--- src/rtl/keypad_matrix_scanner_pkg.sv ---
// Shared definitions for the keypad scanner: FSM encoding, key indices,
// the physical (row,col) to key-bit map and a one-hot helper.
package keypad_pkg;

  localparam int unsigned NUM_ROWS = 4;
  localparam int unsigned NUM_COLS = 3;
  localparam int unsigned NUM_KEYS = NUM_ROWS * NUM_COLS;

  localparam int unsigned KEY_STAR = 10;
  localparam int unsigned KEY_HASH = 11;

  typedef enum logic [1:0] {
    IDLE     = 2'd0,
    DEBOUNCE = 2'd1,
    EMIT     = 2'd2,
    RELEASE  = 2'd3
  } state_e;

  localparam logic [1:0] S_IDLE     = IDLE;
  localparam logic [1:0] S_DEBOUNCE = DEBOUNCE;
  localparam logic [1:0] S_EMIT     = EMIT;
  localparam logic [1:0] S_RELEASE  = RELEASE;

  // Entry [row*3 + col] is the key bit driven by that switch position.
  localparam logic [NUM_KEYS-1:0][3:0] KEY_MAP = {
    4'(KEY_HASH), 4'd0, 4'(KEY_STAR),
    4'd9,         4'd8, 4'd7,
    4'd6,         4'd5, 4'd4,
    4'd3,         4'd2, 4'd1
  };

  function automatic logic is_onehot(input logic [NUM_KEYS-1:0] v);
    return (v != '0) && ((v & (v - 1'b1)) == '0);
  endfunction

endpackage

--- src/rtl/keypad_matrix_scanner_if.sv ---
// Key press interface towards the consumer: one-hot press pulse plus busy.
interface keypad_matrix_scanner_if;
  import keypad_pkg::*;

  logic [NUM_KEYS-1:0] key;
  logic                busy;

  modport master (output key, output busy);
  modport slave  (input  key, input  busy);
endinterface

--- src/rtl/keypad_matrix_scanner_sync_2ff.sv ---
// Two-flop synchronizer; resets to all ones so idle pulled-up inputs read inactive.
module sync_2ff #(
  parameter int unsigned WIDTH = 1
) (
  input  logic             clk,
  input  logic             rst,
  input  logic [WIDTH-1:0] d,
  output logic [WIDTH-1:0] q
);

  logic [WIDTH-1:0] meta_q, meta_d;
  logic [WIDTH-1:0] sync_q, sync_d;

  always_comb begin
    meta_d = d;
    sync_d = meta_q;
  end

  always_ff @(posedge clk) begin
    if (rst) begin
      meta_q <= '1;
      sync_q <= '1;
    end else begin
      meta_q <= meta_d;
      sync_q <= sync_d;
    end
  end

  assign q = sync_q;

endmodule

--- src/rtl/keypad_matrix_scanner.sv ---
// 4x3 keypad scanner: row drive, column sampling, frame-level debounce FSM and
// a fixed-length one-hot press pulse per accepted key.
module keypad_matrix_scanner
  import keypad_pkg::*;
#(
  parameter int unsigned SCAN_DIV        = 1000,
  parameter int unsigned DEBOUNCE_FRAMES = 4,
  parameter int unsigned PULSE_LEN       = 2
) (
  input  logic                 clk,
  input  logic                 rst,
  input  logic [NUM_COLS-1:0]  col_n,
  output logic [NUM_ROWS-1:0]  row_n,
  keypad_matrix_scanner_if.master key_if
);

  localparam int unsigned SLOT_W  = $clog2(SCAN_DIV);
  localparam int unsigned CNT_W   = $clog2(DEBOUNCE_FRAMES + 1);
  localparam int unsigned PULSE_W = $clog2(PULSE_LEN + 1);

  localparam logic [SLOT_W-1:0]  SLOT_LAST  = SLOT_W'(SCAN_DIV - 1);
  localparam logic [CNT_W-1:0]   CNT_DONE   = CNT_W'(DEBOUNCE_FRAMES);
  localparam logic [CNT_W-1:0]   CNT_ONE    = CNT_W'(1);
  localparam logic [PULSE_W-1:0] PULSE_LAST = PULSE_W'(PULSE_LEN - 1);

  logic [SLOT_W-1:0]   slot_q, slot_d;
  logic [1:0]          row_q, row_d;
  logic [NUM_KEYS-1:0] snap_q, snap_d;
  logic [1:0]          state_q, state_d;
  logic [NUM_KEYS-1:0] cand_q, cand_d;
  logic [CNT_W-1:0]    cnt_q, cnt_d;
  logic [PULSE_W-1:0]  pulse_q, pulse_d;
  logic [NUM_KEYS-1:0] key_q, key_d;
  logic                busy_q, busy_d;

  logic [NUM_COLS-1:0] col_sync;
  logic [NUM_KEYS-1:0] pos_hit;
  logic [NUM_KEYS-1:0] row_mask;
  logic [NUM_KEYS-1:0] frame_bits;
  logic                last_slot;
  logic                frame_end;

  sync_2ff #(.WIDTH(NUM_COLS)) u_col_sync (
    .clk (clk),
    .rst (rst),
    .d   (col_n),
    .q   (col_sync)
  );

  // Each switch position only contributes while its own row is driven; the
  // map is a permutation, so every row_mask bit has exactly one driver.
  for (genvar gi = 0; gi < NUM_KEYS; gi++) begin : g_pos
    assign pos_hit[gi] = (row_q == 2'(gi / NUM_COLS)) && !col_sync[gi % NUM_COLS];
    assign row_mask[KEY_MAP[gi]] = pos_hit[gi];
  end

  assign last_slot  = (slot_q == SLOT_LAST);
  assign frame_end  = last_slot && (row_q == 2'd3);
  assign frame_bits = snap_q | row_mask;

  always_comb begin
    slot_d = last_slot ? '0 : slot_q + 1'b1;
    row_d  = last_slot ? row_q + 2'd1 : row_q;
    snap_d = snap_q;
    if (last_slot) begin
      snap_d = frame_end ? '0 : frame_bits;
    end
  end

  always_comb begin
    state_d = state_q;
    cand_d  = cand_q;
    cnt_d   = cnt_q;
    pulse_d = pulse_q;
    key_d   = key_q;
    busy_d  = busy_q;
    case (state_q)
      S_IDLE: begin
        if (frame_end && is_onehot(frame_bits)) begin
          cand_d  = frame_bits;
          cnt_d   = CNT_ONE;
          busy_d  = 1'b1;
          if (CNT_DONE <= CNT_ONE) begin
            state_d = S_EMIT;
            key_d   = frame_bits;
            pulse_d = '0;
          end else begin
            state_d = S_DEBOUNCE;
          end
        end
      end
      S_DEBOUNCE: begin
        if (frame_end) begin
          if (frame_bits == cand_q) begin
            cnt_d = cnt_q + 1'b1;
            if (cnt_q + 1'b1 == CNT_DONE) begin
              state_d = S_EMIT;
              key_d   = cand_q;
              pulse_d = '0;
            end
          end else begin
            state_d = S_IDLE;
            busy_d  = 1'b0;
            cnt_d   = '0;
          end
        end
      end
      // Pulse timing is counted in clock cycles; frame ends are ignored here.
      S_EMIT: begin
        if (pulse_q == PULSE_LAST) begin
          key_d   = '0;
          state_d = S_RELEASE;
          cnt_d   = '0;
        end else begin
          pulse_d = pulse_q + 1'b1;
        end
      end
      S_RELEASE: begin
        if (frame_end) begin
          if (frame_bits == '0) begin
            if (cnt_q + 1'b1 == CNT_DONE) begin
              state_d = S_IDLE;
              busy_d  = 1'b0;
              cnt_d   = '0;
            end else begin
              cnt_d = cnt_q + 1'b1;
            end
          end else begin
            cnt_d = '0;
          end
        end
      end
      default: begin
        state_d = S_IDLE;
        key_d   = '0;
        busy_d  = 1'b0;
      end
    endcase
  end

  always_ff @(posedge clk) begin
    if (rst) begin
      slot_q  <= '0;
      row_q   <= '0;
      snap_q  <= '0;
      state_q <= S_IDLE;
      cand_q  <= '0;
      cnt_q   <= '0;
      pulse_q <= '0;
      key_q   <= '0;
      busy_q  <= 1'b0;
    end else begin
      slot_q  <= slot_d;
      row_q   <= row_d;
      snap_q  <= snap_d;
      state_q <= state_d;
      cand_q  <= cand_d;
      cnt_q   <= cnt_d;
      pulse_q <= pulse_d;
      key_q   <= key_d;
      busy_q  <= busy_d;
    end
  end

  assign row_n       = ~(4'b0001 << row_q);
  assign key_if.key  = key_q;
  assign key_if.busy = busy_q;

endmodule

--- src/flat_wrapper.sv ---
// flat-port wrapper written by rule: the top's interface ports become plain ports
module keypad_matrix_scanner_flat import keypad_pkg::*;
#(
  parameter int unsigned SCAN_DIV        = 1000,
  parameter int unsigned DEBOUNCE_FRAMES = 4,
  parameter int unsigned PULSE_LEN       = 2
)
  (clk, rst, col_n, row_n, key_if_key, key_if_busy);
  keypad_matrix_scanner_if key_if_i ();
  input  logic clk;
  input  logic rst;
  input  logic [NUM_COLS-1:0] col_n;
  output logic [NUM_ROWS-1:0] row_n;
  output wire logic [$bits(key_if_i.key)-1:0] key_if_key;
  output wire logic [$bits(key_if_i.busy)-1:0] key_if_busy;
  assign key_if_key = key_if_i.key;
  assign key_if_busy = key_if_i.busy;
  keypad_matrix_scanner #(.SCAN_DIV(SCAN_DIV), .DEBOUNCE_FRAMES(DEBOUNCE_FRAMES), .PULSE_LEN(PULSE_LEN)) u_core (.clk(clk), .rst(rst), .col_n(col_n), .row_n(row_n), .key_if(key_if_i));
endmodule
--- config.mk ---
export PLATFORM = sky130hd
export DESIGN_NAME = keypad_matrix_scanner_flat
export DESIGN_NICKNAME = d
export VERILOG_FILES = /design/src/rtl/keypad_matrix_scanner_pkg.sv /design/src/rtl/keypad_matrix_scanner_if.sv /design/src/rtl/keypad_matrix_scanner_sync_2ff.sv /design/src/rtl/keypad_matrix_scanner.sv /design/src/flat_wrapper.sv
export SDC_FILE = /design/constraint.sdc
export NUM_CORES = 1
export LEC_CHECK = 0
export CAP_MARGIN = 20
export CORE_ASPECT_RATIO = 2
export CORE_MARGIN = 1
export CORE_UTILIZATION = 40
export DETAILED_ROUTE_END_ITERATION = 16
export DONT_BUFFER_PORTS = 1
export GPL_ROUTABILITY_DRIVEN = 0
export GPL_TIMING_DRIVEN = 0
export MAX_ROUTING_LAYER = met4
export PLACE_DENSITY = 0.62
export SLEW_MARGIN = 20
export SYNTH_ARGS = -nofsm -noshare
export SYNTH_HDL_FRONTEND = slang
export SYNTH_SLANG_ARGS = --single-unit
--- constraint.sdc ---
create_clock -name clk -period 2.8 [get_ports clk]
set_input_delay 0 -clock clk [delete_from_list [all_inputs] [get_ports clk]]
set_output_delay 0 -clock clk [all_outputs]
set_load 0.05 [all_outputs]
==> flow_summary.json <==
{
  "synth_async_sr_flop_share": 0,
  "whs_path_depth": 2,
  "cts_buffers": 9,
  "die_h_um": 124,
  "critPathRequiredTime_ns": 3.03,
  "io_pins": 22,
  "arrival_ns": 2.90,
  "worstSetupPathType": "register to register",
  "slew_violations": 0,
  "hold_path_class": "primary input to register",
  "synth_common_cells": "dfxtp_1, nor2_1, inv_1, a21oi_1",
  "ff2ff_path_depth": 10,
  "num-nets-final": 384,
  "clock_sinks": 62,
  "yosysTopAreaCell": "dfxtp_1",
  "insertion_delay_ns": 0.32,
  "die_w_um": 63.0,
  "dr.pass1.iters": 4,
  "slew_headroom": 0.583,
  "syn_to_final_growth_pct": 23.5,
  "fmaxAchievable_mhz": 374,
  "period_share": 0.955,
  "critPathCaptureType": "register",
  "routed_via_density": 5.35,
  "setup_viol": 0,
  "ys_warn_count": 0,
  "post-route-min-period_ns": 2.67,
  "num_antenna_cells": 0,
  "cts.reportedPaths.clkPinSlew_ns": 0.05,
  "start_kind": "register",
  "fin_setup_tns_ns": 0,
  "finalHoldViolCount": 0,
  "cts_tree": "done",
  "synth_top_area_frac": 0.417,
  "holdPathEnd": "u_core.cand_q[0]",
  "dieArea_mm2": 0.00781,
  "grt_pass1_vias": 2406,
  "drtIter0Drc": 104,
  "yosysSeqAreaShare": 0.417,
  "placed_cell_area_mm2": 0.00309,
  "rows": 44,
  "synth_area_per_cell_um2": 8.63,
  "outcome": "complete, no violations",
  "vias": 2478,
  "core-area_mm2": 0.00721,
  "cts_htree_levels": 3,
  "reg2reg_from": "u_core.row_q[1]",
  "grt_overflow": 0,
  "max_cap_viol_count": 0,
  "cts_max_path_buffers": 2,
  "tightest_slew_ns": 0.626,
  "worstHoldStart": "rst",
  "place_ws_ns": -0.336,
  "drcViolationCount": 0,
  "syn_inst": 345,
  "finalWirelength_um": 7210,
  "layout_setup_ws_ns": 0.126,
  "leakage_nw": 1.39,
  "r2r_slack_ns": 0.13,
  "whs_ns": 0.119,
  "synth_most_common_cell": "dfxtp_1",
  "cts_root_buffer": "clkbuf_16",
  "power_density_mw_per_mm2": 584,
  "crit_path_max_fanout": 7,
  "synth_seq_cells": 62,
  "synthTopCellsByArea": "dfxtp_1, nor2_1, ha_1, xnor2_1, a22oi_1",
  "finClkSkew_ns": 0.00450,
  "grt_max_degree": 11,
  "dp_hpwl_um": 5360,
  "synth_cell_types": 46,
  "start_util": 0.413,
  "ir_worst_vdd_mv": 0.346,
  "synth_nets": 362,
  "grtUsageTotal": 0.201,
  "rsz0062_at_grt": "yes",
  "finalPower_mw": 2.15,
  "final_area_mm2": 0.00368,
  "synth_ff_type": "dfxtp_1",
  "wl_per_cell_um": 15.6,
  "drt.antenna.violating_nets": 0,
  "layout-drive-gt1-share": 0.178,
  "grt_pass1_wl_um": 11400,
  "grt_antenna_before_repair": 0,
  "portBuffers": 0,
  "synth_area_mm2": 0.00298,
  "synth_edf_count": 0
}
stage by stage:
stage               utilization  instances
CTS                       0.486        457
detailed placement        0.429        437
floorplan                     -        345
global route              0.510        463
global placement          0.429        437
finish                    0.510        463
sequential cells by signal (all words and copies together) (netlist names), named ones only:
name,count
u_core.key_if.key,12
u_core.key_if.busy,1
u_core.u_col_sync.meta_q,3
u_core.cnt_q,3
u_core.cand_q,12
u_core.row_q,2
u_core.snap_q,12
u_core.u_col_sync.q,3
u_core.pulse_q,2
u_core.slot_q,10
u_core.state_q,1
cells by family after synthesis:
logic type,synth area share
simple gates,0.232
fa+ha+maj,0.0504
buf+inv,0.0420
flops,0.417
xor+xnor,0.0647
mux,0.0202
compound gates,0.174
critical path: stages, from the launching register on:
cell,delay [ns]
dfxtp_4,0.38
inv_4,0.05
ha_4,0.18
a21boi_4,0.15
nor4b_4,0.28
o211ai_1,0.19
a2111oi_4,0.41
o21ai_2,0.14
a21o_1,0.20
o41a_1,0.34
a311oi_2,0.27
power by group:
part           total, mW  switching, mW  internal [mW]
sequential         0.917         0.0212          0.896
combinational      0.163          0.102         0.0610
clock               1.07          0.358          0.708
timing repair:
| action | CTS | global route |
|---|---|---|
| endpoints found under the setup margin | 30 | 26 |
| buffers inserted | 2 | 7 |
| endpoints found under the hold margin | 9 | 0 |
| hold buffers | 4 | 0 |
| resized for setup | 19 | 31 |
| pin swaps | 5 | 11 |
layout by cell type (no fill, tap or decap), types with 7 or more instances in the layout:
cell and instances:
clkbuf_16 9, inv_1 14, nor2b_1 7, o21ai_0 9, xor2_1 8, o21a_1 7, nor3_1 13, dfxtp_1 60
a22oi_1 11, buf_4 9, or2_2 7, nand2_1 11, clkbuf_1 13, a21oi_1 12, a31oi_1 7, nor2_1 51
ha_1 7, xnor2_1 14
metal layers:
| metal | track usage | routed length, µm |
|---|---|---|
| met2 | 0.370 | 4010 |
| met5 | - | 0 |
| met4 | 0.132 | 327 |
| met1 | 0.177 | 2700 |
| met3 | 0.0504 | 164 |
how the worst max path moves through the flow:
stage	start	endpoint	slack (ns)	cells past startpoint
4_1_cts	u_core.row_q[1]	register	-0.04	10
6_report	u_core.row_q[1]	register	0.13	10
2_1_floorplan	u_core.row_q[0]	register	0.16	11
3_5_place_dp	u_core.row_q[0]	register	-0.34	10
3_3_place_gp	u_core.row_q[0]	register	-0.23	9
5_1_grt	u_core.row_q[1]	register	-0.01	10
final cells by class:
type / count / area, µm²
clock inverters: 1 / 30.0
inverters: 16 / 65.1
repair buffers: 13 / 108
flip-flops and latches: 62 / 1250
well taps: 92 / 115
clock buffers: 14 / 254
multi-input cells: 251 / 1790
plain buffers: 14 / 70.1
fillers: 677 / 3530
Power figures use the tool's default switching activity.
